`src/rtl/stopwatch_ctrl.sv`:
```
// Stopwatch front end: button synchronise/debounce/one-pulse, INIT/PAUSE/RUN FSM,
// tick divider producing the count-enable for the lowest counter digit, lap freeze flag.
module stopwatch_ctrl #(
  parameter int TICK_DIV = 10_000_000,
  parameter int DEB_DIV  = 100_000,
  parameter int DEB_LEN  = 4
) (
  input  logic       clk,
  input  logic       rst_n,
  input  logic       btn_start,
  input  logic       btn_reset,
  input  logic       btn_lap,
  output logic       increase,
  output logic       rst_state,
  output logic       lap_hold,
  output logic [1:0] state
);

  localparam int TW = (TICK_DIV > 1) ? $clog2(TICK_DIV) : 1;
  localparam int DW = (DEB_DIV > 1) ? $clog2(DEB_DIV) : 1;
  localparam int FW = $clog2(DEB_LEN + 3);
  localparam logic [TW-1:0] TICK_LAST = TW'(TICK_DIV - 1);
  localparam logic [DW-1:0] DEB_LAST  = DW'(DEB_DIV - 1);
  localparam logic [FW-1:0] FILL_FULL = FW'(DEB_LEN + 2);

  typedef enum logic [1:0] {
    ST_INIT  = 2'b00,
    ST_PAUSE = 2'b01,
    ST_RUN   = 2'b10
  } state_t;

  // Button vector order: bit 0 start, bit 1 reset, bit 2 lap.
  logic [2:0]         raw, sync1, sync2, level, level_prev, armed, press;
  logic [DEB_LEN-1:0] shreg [3];
  logic [DW-1:0]      deb_cnt;
  logic [FW-1:0]      fill;
  logic               strobe, warm;
  logic               p_start, p_reset, p_lap;

  assign raw     = {btn_lap, btn_reset, btn_start};
  assign strobe  = (deb_cnt == DEB_LAST);
  assign warm    = (fill == FILL_FULL);
  assign p_start = press[0];
  assign p_reset = press[1];
  assign p_lap   = press[2];

  // A button is armed only once it has been seen released with real samples
  // (after the synchroniser and shift register have flushed), so a button held
  // through reset cannot fire until it is released and pressed again.
  always_ff @(posedge clk or negedge rst_n) begin
    if (!rst_n) begin
      sync1      <= '0;
      sync2      <= '0;
      deb_cnt    <= '0;
      fill       <= '0;
      level      <= '0;
      level_prev <= '0;
      armed      <= '0;
      press      <= '0;
      for (int i = 0; i < 3; i++) shreg[i] <= '0;
    end else begin
      sync1   <= raw;
      sync2   <= sync1;
      deb_cnt <= strobe ? '0 : deb_cnt + DW'(1);
      if (strobe && !warm) fill <= fill + FW'(1);
      for (int i = 0; i < 3; i++) begin
        if (strobe) shreg[i] <= {shreg[i][DEB_LEN-2:0], sync2[i]};
        if (&shreg[i]) level[i] <= 1'b1;
        else if (~|shreg[i]) level[i] <= 1'b0;
        if (warm && ~|shreg[i]) armed[i] <= 1'b1;
      end
      level_prev <= level;
      press      <= armed & level & ~level_prev;
    end
  end

  state_t cur, nxt;
  logic [TW-1:0] tick;

  always_comb begin
    nxt = cur;
    case (cur)
      ST_INIT:  if (p_start) nxt = ST_RUN;
      ST_PAUSE: if (p_reset) nxt = ST_INIT; else if (p_start) nxt = ST_RUN;
      ST_RUN:   if (p_reset) nxt = ST_INIT; else if (p_start) nxt = ST_PAUSE;
      default:  nxt = ST_INIT;
    endcase
  end

  // Tick and increase decisions use the current state, so a terminal count on
  // the RUN->PAUSE cycle still emits its pulse and the counter parks at 0.
  always_ff @(posedge clk or negedge rst_n) begin
    if (!rst_n) begin
      cur       <= ST_INIT;
      tick      <= '0;
      increase  <= 1'b0;
      rst_state <= 1'b1;
      lap_hold  <= 1'b0;
    end else begin
      cur       <= nxt;
      rst_state <= (nxt == ST_INIT);
      increase  <= (cur == ST_RUN) && (tick == TICK_LAST);
      case (cur)
        ST_RUN:   tick <= (tick == TICK_LAST) ? '0 : tick + TW'(1);
        ST_PAUSE: tick <= tick;
        default:  tick <= '0;
      endcase
      if (nxt == ST_INIT) lap_hold <= 1'b0;
      else if (cur == ST_RUN && p_lap) lap_hold <= ~lap_hold;
    end
  end

  assign state = cur;

endmodule

```
`config.mk`:
```
export PLATFORM = sky130hd
export DESIGN_NAME = stopwatch_ctrl
export DESIGN_NICKNAME = d
export VERILOG_FILES = /design/src/rtl/stopwatch_ctrl.sv
export SDC_FILE = /design/constraint.sdc
export NUM_CORES = 1
export LEC_CHECK = 0
export ABC_AREA = 1
export CAP_MARGIN = 0
export CORE_MARGIN = 4
export CORE_UTILIZATION = 29
export CTS_CLUSTER_DIAMETER = 120
export DETAILED_ROUTE_END_ITERATION = 8
export GPL_TIMING_DRIVEN = 0
export PLACE_DENSITY = 0.5
export SYNTH_ARGS = -nofsm -noshare
export SYNTH_HDL_FRONTEND = slang
export SYNTH_SLANG_ARGS = --single-unit
export TNS_END_PERCENT = 20
```
`constraint.sdc`:
```
create_clock -name clk -period 1.5 [get_ports clk]
set_clock_uncertainty 0.1 [all_clocks]
set_input_delay 0.3 -clock clk [delete_from_list [all_inputs] [get_ports clk]]
set_output_delay 0.3 -clock clk [all_outputs]
set_load 0.02 [all_outputs]
```
=== Word-level counts from Yosys, hierarchy flattened ===
Index checks and enable logic that the tools add are counted.

* Register bits: 79
* Bits of input ports: 5
* Output and inout bits: 5
* Logic and storage cells: 70

* Add/sub/neg operators: 3
* Eq/ne operators: 8
* Multiplexer cells: 16
* Bitwise logic cells: 4
* Reduce and logical (&&, ||, !) cells: 19

{| class="wikitable"
|+ Operator list
! operator !! number
|-
| 24-bit one-hot mux with 2 select lines || 1
|-
| 24-bit by 1-bit adder with 24-bit output, second input constant || 1
|-
| 24-bit equality test, second input constant || 1
|-
| 24-bit two-way mux || 1
|-
| 17-bit by 1-bit adder with 17-bit output, second input constant || 1
|-
| 17-bit equality test, second input constant || 1
|-
| 17-bit two-way mux || 1
|-
| 4-bit AND reduction || 3
|-
| 4-bit OR reduction || 3
|-
| 1-bit two-way mux || 8
|-
| 2-bit two-way mux || 4
|-
| 3-bit AND || 2
|-
| 1-bit logical AND || 6
|-
| 2-bit inequality test, second input constant || 3
|-
| 2-bit one-hot mux with 3 select lines || 1
|-
| 1-bit logical NOT || 4
|-
| 2-bit logical NOT || 2
|-
| 3-bit by 1-bit adder with 3-bit output, second input constant || 1
|-
| 3-bit equality test, second input constant || 1
|-
| 3-bit inverter || 1
|-
| 2-bit by 1-bit equality test with 1-bit output, second input constant || 1
|-
| 2-bit equality test, second input constant || 1
|-
| 2-bit nonzero test || 1
|-
| 1-bit inverter || 1
|}

=== Logic depth before layout (Yosys ltp) ===
Gate-level depths: netlist of run 1.

* Word-level depth: 5
* Gate-level depth with buffers: 9
* Depth with buffers taken out: 9

=== Least setup slack after synthesis of run 1 ===
OpenSTA, ideal clock, no wires.

* Path kind: flip-flop to flip-flop
* Start point: register tick[0]
* End point: register tick[12]
* Library setup time: 0.066 ns
* Arrival: 1.329 ns
* Data required time: 1.334 ns
* Setup slack: 0.006 ns
* Cell stages (with the launch flop): 9
* Path buffers: 0
* Period minus slack after synthesis: 1.494 ns
* Path through: dfrtp_1 -> ha_1 -> nand2_1 -> inv_1 -> nand3_2 -> nor2_2 -> nor2_4 -> nand3_1 -> nand2_1

* Word-level cells in the longest chain between the ends: 3
* Elaborated cells between the ends (all ways): 4
* Classes of those cells: add/sub: 1; eq/ne: 1; mux: 2

{| class="wikitable"
|+ RTL lines
! item !! line !! source
|-
| from (decl) || 78 || <nowiki>logic [TW-1:0] tick;</nowiki>
|-
| from (signal assigned) || 104 || <nowiki>ST_RUN: tick <= (tick == TICK_LAST) ? '0 : tick + TW'(1);</nowiki>
|-
| from (signal assigned) || 105 || <nowiki>ST_PAUSE: tick <= tick;</nowiki>
|-
| 24-bit by 1-bit adder with 24-bit output / 24-bit equality test (equally long branches) || 104 ||
|-
| 24-bit two-way mux * || 104 ||
|-
| 24-bit one-hot mux with 2 select lines * || 103 || <nowiki>case (cur)</nowiki>
|}

Mark *: on every way between the ends. The rest lies on a longest branch, timed or not.
A chain may end at the register's enable or synchronous reset.

=== Final worst setup path of run 1 ===
* Start point: register deb_cnt[0]
* End point: register shreg[10] (netlist name)

* Word-level cells in the longest chain between the ends: 1

{| class="wikitable"
|+ RTL lines
! item !! line !! source
|-
| from (decl) || 35 || <nowiki>logic [DW-1:0] deb_cnt;</nowiki>
|-
| from (signal assigned) || 64 || <nowiki>deb_cnt <= strobe ? '0 : deb_cnt + DW'(1);</nowiki>
|-
| 17-bit equality test || 41 || <nowiki>assign strobe = (deb_cnt == DEB_LAST);</nowiki>
|-
| to (signal, indexed assignment) || 67 || <nowiki>if (strobe) shreg[i] <= {shreg[i][DEB_LEN-2:0], sync2[i]};</nowiki>
|-
| to (decl) || 34 || <nowiki>logic [DEB_LEN-1:0] shreg [3];</nowiki>
|}

Every way passes these cells.

==> metrics.md, run 1 <==
| Metric | Value |
|---|---|
| Worst Setup EP | `shreg[10]` |
| Tot Pwr | `4.34 mW` |
| Synth Instances | `just under 500` |
| Layout cells sized above 1 | `0.274` |
| Most used cell, CP | `nand2_2` |
| P_leak | `about 2.3 nW` |
| CTS sink count | `just under 80` |
| Crit share post-route | `1.07` |
| Mapped Nets | `495` |
| Leading registers by flop count | `tick: 24 flops, deb_cnt: 17 flops, shreg: 12 flops` |
| Async SR Flop Fraction | `1.00` |
| EDFF count, synth | `0` |
| Row count | `42` |
| CP Capture Type | `register` |
| Slowest stage delay, CP | `0.37 ns` |
| Mux cell area share after synthesis | `0` |
| Final Hold Vio Count | `0` |
| Non-Filler Instances | `728` |
| Peak supply drop | `0.000606 V` |
| Crit Path Category | `register to register` |
| Drt first pass iters | `4` |
| Worst setup SP type | `register` |
| Mapped cell area | `4020 sq um` |
| Via total after detailed routing | `3314` |
| Nets | `556` |
| Largest family of logic cells by synthesized area | `simple AND/OR/NAND/NOR gates` |
| Max Buffers Root-to-Sink | `2` |
| Fraction of the mapped netlist area in compound gates | `0.0666` |
| Area share of the largest cell type after synthesis | `0.486` |
| Root buffer cell | `clkbuf_16` |
| CP delay by family, top | `simple AND/OR/NAND/NOR gates` |
| Worst R2R Start | `deb_cnt[0]` |
| Die area | `approximately 16000 sq um` |
| Routed Antenna Nets | `0` |
| Setup WS post-layout | `-0.111 ns` |
| Most flops, register | `tick` |
| Input/output buffers | `9` |
| Antenna violations before repair | `0` |
| TritonCTS clock tree | `done` |
| Sequential area share after synthesis | `0.492` |
| Synth unique cells | `34` |
| Final setup violation count | `28` |
| Post-Syn Area per Cell | `8.27 sq um` |
| Post-synthesis simple-gate area fraction | `0.319` |
| Cell taking the most area after synthesis | `dfrtp_1` |
| CP bufs+invs | `2` |
| Critical R2R Capture | `shreg[10]` |
| DRT iter0 DRCs | `271` |
| Power per standard cell area | `846 nW/um^2` |
| Initial Util | `0.300` |
| Slew margin rel. | `0.725` |
| Vias/cell | `about 4.6` |
| Synth top area cells | `dfrtp_1 (49%), nand2_1 (11%), inv_1 (6.4%), nor2_1 (5.5%), nand3_1 (4.7%)` |
| R2R depth | `8` |
| Max Fclk | `621 MHz` |
| Final worst path period need | `1.61 ns` |
| Outcome | `finished with violations` |
| HPWL after DPL | `between 5 and 6 mm` |
| Clk_lat worst skew | `approximately 0.34 ns` |
| Failing checks | `negative setup slack` |
| DR DRC count | `0` |
| Worst Tran Pin Value | `0.413 ns` |
| Core area | `13400 sq um` |
| Stages on worst setup path | `8` |
| Adder-cell share of the synthesized area | `0.0125` |
| Total wire length | `just under 9 mm` |
| CP arrival | `1.74 ns` |
| RSZ-0062 raised after global routing | `true` |
| Gr usage total | `0.115` |
| Slowest stage cell, crit path | `dfrtp_1` |
| Antenna Cells | `0` |
| Drt wl/cell | `between 10 and 15 um` |
| GR Overflow Total | `0` |
| Worst Hold Class | `register to register` |
| Worst path cell trace | `ha_2 -> nand2_2 -> nor2_4 -> buf_12 -> nand3_4 -> buf_6 -> nand2_2 -> o21ai_2` |
| Cell total after placement | `672` |
| Worst Path Max Fanout | `10` |
| WHS | `0.261 ns` |
| First-pass GRT wire length | `15.1 mm` |
| RePlAce Congestion | `0.817` |
| Number of global-route vias before repair | `3145` |
| Final Max Tran Viols | `0` |
| Top FF cell, synth | `dfrtp_1` |
| Synthesized flop and latch total | `79` |
| Setup total negative slack | `-1.52 ns` |
| H-tree depth | `3` |
| Layout overhead on the synthesized area | `27.8%` |
| Top Ports | `10` |
| Beginning of the critical path | `deb_cnt[0]` |
| Max FFs per register | `24` |
| YS warnings | `0` |
| Max-Cap Viols | `0` |
| Pre-CTS setup slack | `-0.302 ns` |
| WP data required | `1.63 ns` |
| R2r setup slk | `-0.11 ns` |
| Clock buffer count from CTS | `9` |
| XOR/XNOR Fraction of Synth Area | `0.0327` |
| Die Wd | `126 um` |
| Register clock-pin slew on the reported worst setup and hold paths | `~0.060 ns` |
| Die Ht | `126 um` |
| Largest net degree at the start of global routing | `54` |
## logic make-up (layout without fill, tap and decap cells)
logic type | Yosys count | count (layout)
adder cells (fa/ha/maj) | 4 | 4
buffers and inverters | 77 | 142
XOR/XNOR | 15 | 15
flip-flops | 79 | 79
AO/OA/AOI/OAI | 41 | 41
AND/OR/NAND/NOR | 270 | 271
## metal layers
metal,routed length [um],GRT usage,vias to the layer above
met5,0,0,-
met4,47,0.0287,0
met3,344,0.0347,7
met2,4430,0.186,45
met1,4130,0.152,1594
li1,-,-,1668
## repair_timing
item	CTS	global route
cloned	0	1
endpoints found under the hold margin	25	0
pin swaps	6	17
gates resized for setup	33	44
endpoints found under the setup margin	53	53
buffers inserted	21	17
hold buffers	1	0
## layout make-up
class	instances	area [sq um]
clock inverter	6	51.3
multi-input combinational	331	1870
fill	1392	8270
timing repair buffer	49	430
sequential	79	1990
clock buffer	10	239
buffer	4	50.0
inverter	73	285
tap	176	220
## per-stage QoR
step,cell area (sq um),util
6_report,5130,0.383
3_5_place_dp,4350,0.325
4_1_cts,4860,0.363
3_3_place_gp,4330,0.323
5_1_grt,5130,0.383
2_1_floorplan,4020,-
## worst min-delay path by stage
stage	from	endpoint	slack (ns)	cells past startpoint
after floorplan	rst_n	armed[0]	-0.1	0
after global placement	sync1[0]	sync2[0]	0.24	0
after detailed placement	rst_n	tick[22]	0.16	1
after CTS	sync1[2]	sync2[2]	0.26	0
after global routing	sync1[1]	sync2[1]	0.28	0
final	sync1[0]	sync2[0]	0.26	0
## placed cells by master, fill, tap and decap left out, types with 3 or more instances in the layout
| master | instances |
|---|---|
| nand2_1 | 105 |
| dfrtp_1 | 70 |
| inv_1 | 62 |
| nor2_1 | 47 |
| nand3_1 | 36 |
| buf_4 | 34 |
| nand2_2 | 17 |
| nand4_1 | 16 |
| o21ai_0 | 15 |
| nor2_4 | 14 |
| nor2_2 | 12 |
| xor2_1 | 12 |
| o21ai_2 | 12 |
| clkbuf_16 | 9 |
| dfrtp_2 | 8 |
| inv_2 | 7 |
| nor3_1 | 6 |
| buf_6 | 6 |
| a21oi_1 | 5 |
| o21ai_1 | 5 |
| inv_6 | 4 |
| nor4_1 | 4 |
| nand3_2 | 4 |
| xnor2_1 | 3 |
| clkdlybuf4s50_1 | 3 |
| dlygate4sd2_1 | 3 |
## cells in the mapped netlist (2+ instances only)
cell type / n
nand3_1: 38
dfrtp_1: 78
nand2_2: 10
xor2_1: 12
a21oi_1: 5
buf_6: 2
inv_2: 3
ha_1: 4
nor3_1: 7
o21ai_1: 3
xnor2_1: 3
nor2_4: 7
and2_1: 3
nand2_1: 113
nand3_4: 2
nor4_1: 4
nand4_1: 16
o21ai_2: 12
inv_1: 69
nor2_1: 59
o21ai_0: 17
nor2_2: 7
## where the power goes
part,internal (mW),total [mW],switching (mW)
registers,2.14,2.14,0.00216
clock network,1.20,2.14,0.941
logic,0.0181,0.0643,0.0462
(Power assumes the default switching activity.)
==> run 2, diff against run 1 <==
CTS_BUF_LIST = sky130_fd_sc_hd__clkbuf_16   (was unset)
PLACE_DENSITY = 0.48   (was 0.5)
clock period = 1.8 ns   (was 1.5 ns; I/O delays follow)
==> run 2 against run 1 <==
Net effect:
- sequential power is 17% lower
- sequential share of layout area is 3.3 points higher
- clock power is 14% lower
- non-clock buffer count is 34 lower
- first-iteration DRC count is 24% lower
- highest routed layer unchanged
- critical endpoint is now increase
- wire length is 6.6% lower
- total power is 16% lower
- the flow now finishes without violations
==> metrics.md, run 2 (synthesis results as in run 1) <==
| Metric | Value |
|---|---|
| Outcome | `complete, no violations` |
| Input/output buffers | `9 (unchanged)` |
| Row count | `42 (unchanged)` |
| Non-Filler Instances | `693 (-4.8%)` |
| First-pass GRT wire length | `14.4 mm (-4.6%)` |
| Number of global-route vias before repair | `3032 (-3.6%)` |
| CTS sink count | `79 (unchanged)` |
| Power share of the clock group | `0.499 (+0.007)` |
| GR Overflow Total | `0 (unchanged)` |
| Drt first pass iters | `4 (unchanged)` |
| Slowest stage delay, CP | `0.60 ns (+0.23 ns)` |
| RePlAce Congestion | `0.812 (-0.62%)` |
| Layout cells sized above 1 | `0.141 (-0.132)` |
| Combinational share of power | `0.015 (about the same)` |
| P_sw | `789 uW (-20%)` |
| CP arrival | `1.27 ns (-0.47 ns)` |
| RSZ-0062 raised after global routing | `false` |
| Worst Tran Pin Value | `0.521 ns (+0.108 ns)` |
| Final worst path period need | `1.73 ns` |
| Top Ports | `10 (unchanged)` |
| HPWL after DPL | `5.96 mm (+2.7%)` |
| Worst Path Max Fanout | `1 (-9)` |
| Gr usage total | `0.112 (-0.00369)` |
| Reg power frac | `0.487 (-0.006)` |
| Core area | `13400 sq um (unchanged)` |
| Leading registers by flop count | `tick: 24 flops, deb_cnt: 17 flops, shreg: 12 flops` |
| Final Max Tran Viols | `0 (unchanged)` |
| Die Ht | `126 um (unchanged)` |
| DR DRC count | `0 (unchanged)` |
| Max-Cap Viols | `0 (unchanged)` |
| Clk_lat worst skew | `0.34 ns (about the same)` |
| Final setup violation count | `0 (-100%)` |
| CP delay by family, top | `buffers and inverters` |
| Root buffer cell | `clkbuf_16` |
| Startpoint of the worst hold path | `sync1[0]` |
| Nets | `521 (-6.3%)` |
| Worst setup SP type | `register` |
| Commonest non-fill, non-tap cell in the layout | `nand2_1` |
| Most frequent cells in the layout | `nand2_1 (113), dfrtp_1 (78), inv_1 (69)` |
| Final Hold Vio Count | `0 (unchanged)` |
| R2R depth | `9 (+1)` |
| Antenna violations before repair | `0 (unchanged)` |
| Slew margin rel. | `0.653 (-0.0721)` |
| Drt wl/cell | `12.1 um (-1.9%)` |
| Final Cell Area | `4710 sq um (-8.3%)` |
| DRT iter0 DRCs | `205 (-24%)` |
| Slowest stage cell, crit path | `clkdlybuf4s50_1` |
| Max FFs per register | `24 (unchanged)` |
| # fillers | `1416 (+1.7%)` |
| Critical R2R Capture | `tick[3]` |
| Register clock-pin slew on the reported worst setup and hold paths | `0.06 ns (about the same)` |
| Layout overhead on the synthesized area | `17.2%` |
| Largest net degree at the start of global routing | `59 (+9.3%)` |
| Die area | `15800 sq um (unchanged)` |
| Internal power | `2.88 mW (-14%)` |
| R2r setup slk | `0.09 ns (+0.20 ns)` |
| Worst Hold Class | `register to register` |
| TritonCTS clock tree | `done` |
| Antenna Cells | `0 (unchanged)` |
| Die Wd | `126 um (unchanged)` |
| Placed inst area | `4350 sq um (unchanged)` |
| Peak supply drop | `0.000471 V (-22%)` |
| Routed Antenna Nets | `0 (unchanged)` |
| CP Capture Type | `output pin` |
| P_leak | `2.08 nW (-7.8%)` |
| Most flops, register | `tick` |
| Max Fclk | `577 MHz` |
| Initial Util | `0.300 (unchanged)` |
| Worst path cell trace | `clkdlybuf4s50_1` |
| WP data required | `1.34 ns (-0.29 ns)` |
| Crit share post-route | `0.964` |
| Hold depth | `0 (unchanged)` |
| Power per standard cell area | `778 nW/um^2 (-8.0%)` |
| CP bufs+invs | `1 (-1)` |
| Total wire length | `8.36 mm (-6.6%)` |
| Vias/cell | `4.46 (-2.0%)` |
| Via total after detailed routing | `3093 (-6.7%)` |
| H-tree depth | `3 (unchanged)` |
| Cell total after placement | `672 (unchanged)` |
| Max Buffers Root-to-Sink | `2 (unchanged)` |
| Clock buffer count from CTS | `9 (unchanged)` |
| Worst R2R Start | `tick[0]` |
| Sw Share | `0.215 (-0.0127)` |
| Crit Path Category | `register to output pin` |
| WHS Endpoint | `sync2[0]` |
[run 2: changes by cell type in the layout (fill, tap and decap cells not counted), moves of 8 or more]
cell     previous run  this run
nor2_1             47        59
buf_4              34         5
nand2_1           105       113
dfrtp_2             8         0
dfrtp_1            70        78
[run 2: worst max-delay path by stage]
stage              from        to  slack [ns]  depth (start not counted)
2_1_floorplan   tick[0]  tick[12]        0.31                          8
3_3_place_gp      rst_n  sync2[0]       -2.77                          1
3_5_place_dp    tick[0]  tick[15]        0.02                          8
4_1_cts        state[0]  state[0]       0.009                          1
5_1_grt        tick[19]   tick[3]       0.006                         10
6_report       increase  increase        0.07                          1
[run 2: per-stage QoR]
stage          setup WS [ns]  total power, mW   util  hold slack (ns)  setup TNS [ns]
2_1_floorplan          0.306             1.82      -          -0.0356               0
3_3_place_gp           -2.77             1.87  0.323            0.245         -217.23
3_5_place_dp          0.0237             1.87  0.325            0.195               0
4_1_cts              0.00917             3.75  0.348            0.249               0
5_1_grt              0.00568             3.82  0.351            0.256               0
6_report              0.0657             3.67  0.351            0.248               0
[run 2: worst register-to-register path: stages, from the launching register on]
cell and delay, ns:
dfrtp_1 0.40, ha_2 0.22, nand2_1 0.11, inv_2 0.12
nand3_2 0.09, nor2_2 0.16, nor2_4 0.07, buf_4 0.18
nor2_8 0.11, nor2_1 0.05
[run 2: layer usage]
| metal | routed length, um | vias to the layer above | share of wire | track usage |
|---|---|---|---|---|
| li1 | - | 1597 | - | - |
| met1 | 3960 | 1448 | 0.47 | 0.140 |
| met2 | 4090 | 40 | 0.49 | 0.189 |
| met3 | 232 | 8 | 0.028 | 0.0284 |
| met4 | 81 | 0 | 0.0097 | 0.0357 |
| met5 | 0 | - | 0 | 0 |
[run 2: final cells by class]
class | count | area [sq um] | area share
Sequential cell | 79 | 1980 | 0.420
Tap cell | 176 | 220 | 0.0468
Timing Repair Buffer | 15 | 170 | 0.0361
Clock buffer | 9 | 225 | 0.0478
Buffer | 4 | 33.8 | 0.00717
Clock inverter | 7 | 72.6 | 0.0154
Inverter | 73 | 275 | 0.0584
Multi-Input combinational cell | 330 | 1730 | 0.368
[run 2: timing repair]
item | 4_1_cts | 5_1_grt
hold endpoints to repair | 20 | 0
pin swaps | 0 | 1
setup buffers | 0 | 4
setup endpoints to repair | 2 | 16
resized for setup | 2 | 4
hold buffers | 1 | 0
[run 2: power groups by stage]
stage / Clock, mW / Sequential [mW] / Combinational [mW]
floorplan: 0 / 1.82 / 0.00185
global placement: 0 / 1.82 / 0.0485
detailed placement: 0 / 1.82 / 0.0560
CTS: 1.91 / 1.78 / 0.0581
global route: 1.97 / 1.78 / 0.0642
finish: 1.83 / 1.78 / 0.0534
